[src/rtl/dodge_pkg.sv]
// Shared constants for the dodge game: FSM state encoding, LFSR seed and the
// PS/2 scan codes that the game top decodes into start/restart pulses.
package dodge_pkg;

   typedef enum logic [1:0] {
      ST_IDLE = 2'd0,
      ST_PLAY = 2'd1,
      ST_FAIL = 2'd2,
      ST_DONE = 2'd3
   } dodge_state_e;

   localparam logic [7:0] LFSR_SEED = 8'hA5;
   localparam logic [7:0] KEY_ENTER = 8'h5A;
   localparam logic [7:0] KEY_SPACE = 8'h29;

   // Fibonacci step for x^8 + x^6 + x^5 + x^4 + 1, shifting towards the MSB.
   function automatic logic [7:0] lfsr8_next(input logic [7:0] v);
      return {v[6:0], v[7] ^ v[5] ^ v[4] ^ v[3]};
   endfunction

endpackage

[src/rtl/dodge_lfsr8.sv]
// Seedable 8-bit Fibonacci LFSR with enable; a synchronous load overrides the shift.
module dodge_lfsr8
   import dodge_pkg::*;
#(
   parameter logic [7:0] SEED = LFSR_SEED
) (
   input  logic       clk,
   input  logic       reset,
   input  logic       i_en,
   input  logic       i_load,
   input  logic [7:0] i_seed,
   output logic [7:0] o_value
);

   logic [7:0] r_value;

   always_ff @(posedge clk or posedge reset) begin
      if (reset) begin
         r_value <= SEED;
      end else if (i_load) begin
         r_value <= i_seed;
      end else if (i_en) begin
         r_value <= lfsr8_next(r_value);
      end
   end

   assign o_value = r_value;

endmodule

[src/rtl/dodge_round_ctrl.sv]
// Dodge round controller: round FSM, per-second timer, step scheduler and lane spawning.
// Optional step-rate ramp is built when DODGE_SPEEDUP_EN is defined.
module dodge_round_ctrl
   import dodge_pkg::*;
#(
   parameter int unsigned CLK_HZ      = 50000000,
   parameter int unsigned LANES       = 4,
   parameter int unsigned ROUND_SECS  = 30,
   parameter int unsigned BASE_PERIOD = 500000,
   parameter int unsigned MIN_PERIOD  = 100000,
   parameter int unsigned PERIOD_DEC  = 50000,
   parameter int unsigned SPAWN_STEPS = 60
) (
   input  logic             clk,
   input  logic             reset,
   input  logic             start_key,
   input  logic             restart_key,
   input  logic             hit,
   input  logic [LANES-1:0] lane_bottom,
   output logic [LANES-1:0] lane_step,
   output logic [LANES-1:0] lane_clear,
   output logic [LANES-1:0] lane_active,
   output logic [7:0]       seconds,
   output logic [1:0]       state,
   output logic             fail,
   output logic             gameover
);

   localparam int unsigned LANE_W    = $clog2(LANES);
   localparam logic [31:0] SEC_LAST  = 32'(CLK_HZ - 1);
   localparam logic [7:0]  SECS_MAX  = 8'(ROUND_SECS);
   localparam logic [31:0] PER_BASE  = 32'(BASE_PERIOD);
   localparam logic [15:0] SPAWN_MAX = 16'(SPAWN_STEPS);

   dodge_state_e     r_state, w_state_d;
   logic [31:0]      r_sec_cnt, w_sec_cnt_d;
   logic [7:0]       r_seconds, w_seconds_d;
   logic [31:0]      r_period, w_period_d;
   logic [31:0]      r_step_len, w_step_len_d;
   logic [31:0]      r_step_cnt, w_step_cnt_d;
   logic [15:0]      r_spawn_cnt, w_spawn_cnt_d;
   logic [LANES-1:0] r_active, w_active_d;
   logic [LANES-1:0] r_step, w_step_d;
   logic [LANES-1:0] r_clear, w_clear_d;
   logic [LANES-1:0] w_spawn_lane, w_spawn_hit;
   logic             r_fail, r_gameover;
   logic [7:0]       w_lfsr;
   logic             w_play, w_run, w_enter_play, w_sec_tick, w_timeout;
   logic             w_step_term, w_spawn_due;
   logic             w_unused;

   dodge_lfsr8 #(
      .SEED(LFSR_SEED)
   ) u_lfsr (
      .clk    (clk),
      .reset  (reset),
      .i_en   (1'b1),
      .i_load (1'b0),
      .i_seed (LFSR_SEED),
      .o_value(w_lfsr)
   );

   assign w_unused = ^{w_lfsr[7:LANE_W], 32'(MIN_PERIOD), 32'(PERIOD_DEC)};

   assign w_play       = (r_state == ST_PLAY);
   assign w_sec_tick   = w_play && (r_sec_cnt == SEC_LAST);
   // Look ahead so DONE is entered on the same edge seconds reaches its limit.
   assign w_timeout    = (r_seconds == SECS_MAX) ||
                         (w_sec_tick && ((r_seconds + 8'd1) == SECS_MAX));
   assign w_enter_play = (w_state_d == ST_PLAY) && !w_play;
   assign w_run        = w_play && (w_state_d == ST_PLAY);
   assign w_step_term  = (r_step_cnt == (r_step_len - 32'd1));
   assign w_spawn_due  = (r_spawn_cnt == SPAWN_MAX);

`ifdef DODGE_SPEEDUP_EN
   localparam logic [31:0] PER_MIN = 32'(MIN_PERIOD);
   localparam logic [31:0] PER_DEC = 32'(PERIOD_DEC);
   logic [31:0] w_period_dec;
   assign w_period_dec = ((r_period > PER_MIN) && ((r_period - PER_MIN) >= PER_DEC)) ?
                         (r_period - PER_DEC) : PER_MIN;
`endif

   always_comb begin
      w_state_d = r_state;
      if (restart_key) begin
         w_state_d = ST_IDLE;
      end else begin
         unique case (r_state)
            ST_IDLE:          if (start_key) w_state_d = ST_PLAY;
            ST_PLAY: begin
               if (hit)            w_state_d = ST_FAIL;
               else if (w_timeout) w_state_d = ST_DONE;
            end
            ST_FAIL, ST_DONE: if (start_key) w_state_d = ST_PLAY;
            default:          w_state_d = ST_IDLE;
         endcase
      end
   end

   always_comb begin
      w_spawn_lane = '0;
      w_spawn_lane[w_lfsr[LANE_W-1:0]] = 1'b1;
      // A bottom event on the chosen lane wins over the spawn.
      w_spawn_hit = '0;
      if (w_spawn_due && !(|(w_spawn_lane & (r_active | lane_bottom)))) begin
         w_spawn_hit = w_spawn_lane;
      end
   end

   always_comb begin
      w_sec_cnt_d   = r_sec_cnt;
      w_seconds_d   = r_seconds;
      w_period_d    = r_period;
      w_step_len_d  = r_step_len;
      w_step_cnt_d  = r_step_cnt;
      w_spawn_cnt_d = r_spawn_cnt;
      w_active_d    = r_active;
      w_step_d      = '0;
      w_clear_d     = '0;
      if ((w_state_d == ST_IDLE) || w_enter_play) begin
         w_sec_cnt_d   = '0;
         w_seconds_d   = '0;
         w_period_d    = PER_BASE;
         w_step_len_d  = PER_BASE;
         w_step_cnt_d  = '0;
         w_spawn_cnt_d = '0;
         w_active_d    = '0;
         if (w_enter_play) w_clear_d = '1;
      end else if (w_play) begin
         if (w_sec_tick) begin
            w_sec_cnt_d = '0;
            if (r_seconds != SECS_MAX) begin
               w_seconds_d = r_seconds + 8'd1;
`ifdef DODGE_SPEEDUP_EN
               w_period_d  = w_period_dec;
`endif
            end
         end else begin
            w_sec_cnt_d = r_sec_cnt + 32'd1;
         end
         if (w_run) begin
            w_active_d    = (r_active & ~lane_bottom) | w_spawn_hit;
            w_clear_d     = lane_bottom | w_spawn_hit;
            w_spawn_cnt_d = w_spawn_due ? 16'd0 : r_spawn_cnt;
            if (w_step_term) begin
               // The running interval completes; a new period applies from here on.
               w_step_cnt_d  = '0;
               w_step_len_d  = r_period;
               w_step_d      = r_active;
               w_spawn_cnt_d = w_spawn_cnt_d + 16'd1;
            end else begin
               w_step_cnt_d = r_step_cnt + 32'd1;
            end
         end
      end
   end

   always_ff @(posedge clk or posedge reset) begin
      if (reset) begin
         r_state     <= ST_IDLE;
         r_sec_cnt   <= '0;
         r_seconds   <= '0;
         r_period    <= PER_BASE;
         r_step_len  <= PER_BASE;
         r_step_cnt  <= '0;
         r_spawn_cnt <= '0;
         r_active    <= '0;
         r_step      <= '0;
         r_clear     <= '0;
         r_fail      <= 1'b0;
         r_gameover  <= 1'b0;
      end else begin
         r_state     <= w_state_d;
         r_sec_cnt   <= w_sec_cnt_d;
         r_seconds   <= w_seconds_d;
         r_period    <= w_period_d;
         r_step_len  <= w_step_len_d;
         r_step_cnt  <= w_step_cnt_d;
         r_spawn_cnt <= w_spawn_cnt_d;
         r_active    <= w_active_d;
         r_step      <= w_step_d;
         r_clear     <= w_clear_d;
         r_fail      <= (w_state_d == ST_FAIL);
         r_gameover  <= (w_state_d == ST_DONE);
      end
   end

   assign state       = r_state;
   assign fail        = r_fail;
   assign gameover    = r_gameover;
   assign seconds     = r_seconds;
   assign lane_step   = r_step;
   assign lane_clear  = r_clear;
   assign lane_active = r_active;

endmodule
[config.mk]
export PLATFORM = sky130hd
export DESIGN_NAME = dodge_round_ctrl
export DESIGN_NICKNAME = d
export VERILOG_FILES = /design/src/rtl/dodge_pkg.sv /design/src/rtl/dodge_lfsr8.sv /design/src/rtl/dodge_round_ctrl.sv
export SDC_FILE = /design/constraint.sdc
export NUM_CORES = 1
export LEC_CHECK = 0
export CAP_MARGIN = 20
export CORE_MARGIN = 2
export CORE_UTILIZATION = 30
export CTS_BUF_LIST = sky130_fd_sc_hd__clkbuf_4
export DETAILED_ROUTE_END_ITERATION = 8
export GPL_ROUTABILITY_DRIVEN = 0
export MAX_ROUTING_LAYER = met4
export PLACE_DENSITY_LB_ADDON = 0.15
export SLEW_MARGIN = 30
export SYNTH_ARGS = -nofsm -noshare
export SYNTH_HDL_FRONTEND = slang
export SYNTH_HIERARCHICAL = 1
export SYNTH_SLANG_ARGS = --single-unit
[constraint.sdc]
create_clock -name clk -period 5.5 [get_ports clk]
set_input_delay 1.375 -clock clk [delete_from_list [all_inputs] [get_ports clk]]
set_output_delay 1.375 -clock clk [all_outputs]
set_load 0.01 [all_outputs]
==> impl_metrics.ini, run 1 <==
[yosys]
yosysWarnings = 6
syn-cell-area_um2 = 6440
netlist_instances = 698
yosys_most_used_dff = dfrtp_1
async_flop_share_pct = 100
ys_ff_latch = 112
synth-edff-count = 0
syn_area_per_cell_um2 = 9.23
synth_cell_types = 62
seq_area_frac_synth_pct = 43.6

[worst_hold_path]
hp-class = flip-flop to flip-flop

[sta]
hold_viol = 0
setup-violations-final = 0
finalSetupTns_ns = 0
rsz0062_at_grt = false
maxSlewHeadroom_pct = 37.4
setup_slack_ns = 1.78
period_needed_ns = 3.72
worstMarginPinSlew_ns = 0.932
fin_skew_ns = 0.0430
max_freq_mhz = 269
hold_ws_ns = 0.538
finalMaxSlewViolations = 0
post-route-period-util_pct = 67.7

[setup_path]
worst_ep_required_time_ns = 5.94
crit_path_end_kind = flip-flop
path_max_fanout = 31
startpoint_type = flip-flop
arrival_ns = 4.16
critPathKind = flip-flop to flip-flop

[floorplanning]
core_area_um2 = 21000
pin_count = 33
die_w_um = 151
die_y_um = 151
die_area_um2 = 22700
initial_core_util_pct = 30.7
rows = 53

[routing]
vias = 5451
via_per_inst = 5.44
post-route-drc-count = 0
wl_per_cell_um = 16.4
ant_nets = 0
drt_pass1_iterations = 5
drt-initial-drc-count = 433
routed_wl_um = 16500

[cells_and_area]
drive_gt1_share_pct = 6.75
nFillCells = 2161
nets = 737
layout_commonest_cell = dfrtp_1
syn_to_final_growth_pct = 11.7
final_cell_mix = dfrtp_1, nand3_1, nor2_1

[global_route]
grt_max_degree = 55
antenna_found_initial = 1
grt.total_usage_pct = 15.7
grt_pass1_wl_um = 27500
grt_overflow_total = 0
grt_pass1_vias = 5259

[flow_run]
cap_violations = 0

[power_and_ir_drop]
power.total_uw = 1430
ir_drop_mv = 0.100
p_leak_uw = 0.00280
power_density_nw_per_um2 = 198

[cts]
clkTransAtPathRegs_ns = 0.20
cts_buffers = 9
clk_path_buf_depth = 2
post-cts-setup-buffers = 0
root_buffer = clkbuf_4
cts_tree = done
post_cts_resized = 0
hold_buffers = 0
clk-insertion-delay-late_ns = 0.51
htreeDepth = 3
numClockSinks = 112

[run_status]
status = finished clean

[placed_design]
io_buffer_count = 32
dp_hpwl_um = 11200
dp_slack_ns = 1.57
-- logic make-up (layout without fill, tap and decap cells) --
logic type / Yosys count / after routing / share of synthesized area [%]
fa+ha+maj: 7 / 7 / 1.36
other cells: 2 / 18 / 0.117
xor+xnor: 39 / 39 / 5.30
buf+inv: 69 / 82 / 4.50
mux: 9 / 9 / 1.40
compound gates: 120 / 120 / 12.9
simple gates: 340 / 340 / 30.9
flops: 112 / 112 / 43.6
-- path summary, 6_finish.rpt --
check,startpoint,end,slack (ns),cells past startpoint
min reg2reg,r_spawn_cnt[5]$_DFFE_PP0P_,r_spawn_cnt[5]$_DFFE_PP0P_,0.54,1
max,seconds[0]$_DFFE_PP0P_,r_step_cnt[23]$_DFFE_PP0P_,1.78,9
max reg2reg,seconds[0]$_DFFE_PP0P_,r_step_cnt[23]$_DFFE_PP0P_,1.78,9
min,r_spawn_cnt[5]$_DFFE_PP0P_,r_spawn_cnt[5]$_DFFE_PP0P_,0.54,1
max in group asynchronous,reset,r_sec_cnt[19]$_DFFE_PP0P_,3.19,3
min in group asynchronous,reset,u_lfsr/o_value[4]$_DFFE_PP0P_,1.16,2
-- metal layers --
metal	track usage, %	up-vias	share of wire [%]	wire length [um]
met5	-	-	0	0
met4	5.42	0	1.9	314
met3	2.36	20	3.9	650
met2	23.1	124	45	7460
met1	21.9	2688	49	8050
li1	-	2619	-	-
-- synth_stat cells (all sizes together) (3+ instances only) --
master / instances / area, um^2
xor2: 20 / 175
a32oi: 8 / 70.1
a211o: 3 / 26.3
ha: 7 / 87.6
o21ai: 19 / 95.1
or3: 10 / 67.6
nand3b: 12 / 90.1
nand4: 32 / 206
a41oi: 6 / 52.6
nor2: 58 / 218
dfstp: 4 / 105
a221o: 4 / 40.0
nand2b: 6 / 37.5
o311a: 3 / 30.0
o211ai: 4 / 30.0
clkbuf: 24 / 90.1
and2: 7 / 43.8
nor2b: 5 / 31.3
and4: 10 / 87.6
and3: 26 / 163
a21o: 4 / 30.0
nand3: 61 / 305
buf: 19 / 103
and3b: 6 / 52.6
o2bb2ai: 5 / 43.8
o22ai: 3 / 18.8
mux2i: 9 / 90.1
nor3: 15 / 75.1
nand2: 47 / 176
nor4: 22 / 229
inv: 26 / 97.6
nand4b: 4 / 35.0
xnor2: 19 / 166
dfrtp: 108 / 2700
nor3b: 4 / 30.0
a31oi: 42 / 263
a21oi: 10 / 50.1
nor4b: 5 / 50.0
-- registers in the layout, indices dropped and copies added (netlist names) --
register	flops
u_lfsr/o_value	8
state	2
r_step_cnt	32
r_spawn_cnt	16
r_sec_cnt	32
lane_step	4
seconds	8
fail	1
lane_active	4
gameover	1
lane_clear	4
-- worst max-delay path, stage by stage, from the launching register on --
cell       delay, ns
dfrtp_1         0.53
ha_1            0.38
and3b_1         0.26
a32oi_1         0.07
a2111oi_2       0.57
a21o_1          0.77
nand2_1         0.11
buf_4           0.29
inv_1           0.42
a221o_1         0.24
-- layout make-up --
| cell class | count | area [um^2] | area share [%] |
|---|---|---|---|
| antenna | 1 | 2.50 | 0.0348 |
| clock buffer | 10 | 75.1 | 1.04 |
| clock inverter | 6 | 75.1 | 1.04 |
| inverter | 26 | 100 | 1.39 |
| multi-input combinational | 532 | 3420 | 47.4 |
| sequential | 112 | 2810 | 39.0 |
| tap | 275 | 344 | 4.78 |
| timing repair buffer | 40 | 380 | 5.28 |
-- power by group --
part	leakage [uW]	switching (uW)	total [uW]	internal (uW)
clock network	0.0000795	307	458	151
logic	0.00118	76.1	115	38.9
registers	0.00154	13.2	852	839
-- metrics by stage --
| stage | cell area [um^2] | utilization, % | instances |
|---|---|---|---|
| 2_1_floorplan | 6500 | - | 713 |
| 3_3_place_gp | 7050 | 33.5 | 985 |
| 5_1_grt | 7200 | 34.3 | 1002 |
| 3_5_place_dp | 7050 | 33.5 | 985 |
| 6_report | 7200 | 34.3 | 1002 |
| 4_1_cts | 7200 | 34.2 | 1001 |
No activity file was read; power rests on OpenSTA's default activity.
==> run 2: changes to the inputs <==
==> constraint.sdc (replaced) <==
create_clock -name clk -period 3.81 [get_ports clk]
set_input_delay 0.9525 -clock clk [delete_from_list [all_inputs] [get_ports clk]]
set_output_delay 0.9525 -clock clk [all_outputs]
set_load 0.01 [all_outputs]
==> impl_metrics.ini, run 2 (synthesized netlist as in run 1, its figures left out) <==
[routing]
drt-initial-drc-count = 287
post-route-drc-count = 0
wl_per_cell_um = 16.5
wl_met1_um = 8070
wl_met2_um = 7980
routed_wl_um = 16700
ant_nets = 0
via_per_inst = 5.38
drt_pass1_iterations = 5
vias = 5429
wl_met3_um = 453
dr.max_layer_used = met4

[run_status]
status = finished clean

[power_and_ir_drop]
ir_drop_mv = 0.153
power_density_nw_per_um2 = 279
p_leak_uw = 0.00282
power.total_uw = 2020

[global_route]
grt_pass1_wl_um = 27500
grt.total_usage_pct = 15.6
grt_max_degree = 50
grt_pass1_vias = 5322
grt_overflow_total = 0
antenna_found_initial = 1

[cells_and_area]
syn_to_final_growth_pct = 12.3
ff_latch_area_um2 = 2810
drive_gt1_share_pct = 7.50
final_cell_mix = dfrtp_1, nand3_1, nor2_1
layout_commonest_cell = dfrtp_1
top_regs = r_sec_cnt (32), r_step_cnt (32), r_spawn_cnt (16)
nFillCells = 2147
nets = 744
stdcell_count = 1009
multi_input_area_um2 = 3410

[floorplanning]
die_w_um = 151
die_y_um = 151
initial_core_util_pct = 30.7
pin_count = 33
rows = 53
core_area_um2 = 21000
die_area_um2 = 22700

[sta]
hold_ws_ns = 0.532
setup-violations-final = 0
max_freq_mhz = 333
maxSlewHeadroom_pct = 40.0
finalMaxSlewViolations = 0
worstMarginPinSlew_ns = 0.892
hold_viol = 0
finalSetupTns_ns = 0
period_needed_ns = 3.00
setup_slack_ns = 0.807
rsz0062_at_grt = false
post-route-period-util_pct = 78.8
fin_skew_ns = 0.0320

[cts]
clk_path_buf_depth = 2
numClockSinks = 112
clk-insertion-delay-late_ns = 0.50
cts_buffers = 9
post-cts-setup-buffers = 0
hold_buffers = 0
clkTransAtPathRegs_ns = 0.20
root_buffer = clkbuf_4
cts_tree = done
post_cts_resized = 0
htreeDepth = 3

[placed_design]
dp_slack_ns = 0.604
dp_hpwl_um = 11300
dp_cells = 992
io_buffer_count = 32

[setup_path]
crit_chain = ha_1 -> and3b_1 -> a32oi_1 -> a2111oi_2 -> a21o_1 -> nand2_1 -> buf_4 -> inv_1 -> a221o_1
worst_ep_required_time_ns = 4.19
critPathKind = flip-flop to flip-flop
arrival_ns = 3.38
crit_slowest_cell = dfrtp_1
crit_family = compound AO/OA/AOI/OAI gates
startpoint_type = flip-flop
crit_path_end_kind = flip-flop
path_max_fanout = 31
critPathMaxStageDelay_ns = 0.56
critPathBufInv = 2

[flow_run]
cap_violations = 0

[worst_hold_path]
hp-class = flip-flop to flip-flop
[run 2: cell count changes in the layout (fill, tap and decap cells not counted), sizes merged]
cell      change
clkbuf        -1
clkinv        +1
buf           +7
clkinvlp      +1
bufinv        -1
[run 2: path summary, 6_finish.rpt]
path	from	end	slack (ns)	depth (start not counted)
max	seconds[0]$_DFFE_PP0P_	r_step_cnt[23]$_DFFE_PP0P_	0.81	9
min	r_spawn_cnt[5]$_DFFE_PP0P_	r_spawn_cnt[5]$_DFFE_PP0P_	0.53	1
max reg2reg	seconds[0]$_DFFE_PP0P_	r_step_cnt[23]$_DFFE_PP0P_	0.81	9
min reg2reg	r_spawn_cnt[5]$_DFFE_PP0P_	r_spawn_cnt[5]$_DFFE_PP0P_	0.53	1
max in group asynchronous	reset	r_sec_cnt[25]$_DFFE_PP0P_	2.10	3
min in group asynchronous	reset	u_lfsr/o_value[6]$_DFFE_PP0P_	0.77	2
[run 2: report_power, final]
part	leakage [uW]	switching (uW)	internal [uW]	total [uW]
clock	0.0000693	465	152	617
combinational	0.00122	110	60.0	170
sequential	0.00154	19.0	1210	1230
[run 2: cell type report]
class / count / share of cell area (%)
Antenna cell: 1 / 0.0346
Multi-Input combinational cell: 532 / 47.1
Tap cell: 275 / 4.75
Clock buffer: 9 / 0.933
Inverter: 26 / 1.38
Clock inverter: 7 / 0.985
Timing Repair Buffer: 47 / 5.98
Sequential cell: 112 / 38.8
[run 2: stage by stage]
step | instance area, um^2 | utilization [%]
after global placement | 7100 | 33.8
after floorplan | 6500 | -
after global routing | 7240 | 34.4
after CTS | 7240 | 34.4
after detailed placement | 7100 | 33.8
final | 7240 | 34.4
[run 2: metal layers]
metal,GRT usage [%],up-vias
li1,-,2635
met1,20.4,2694
met2,25.0,88
met3,2.73,12
met4,4.25,0
met5,-,-
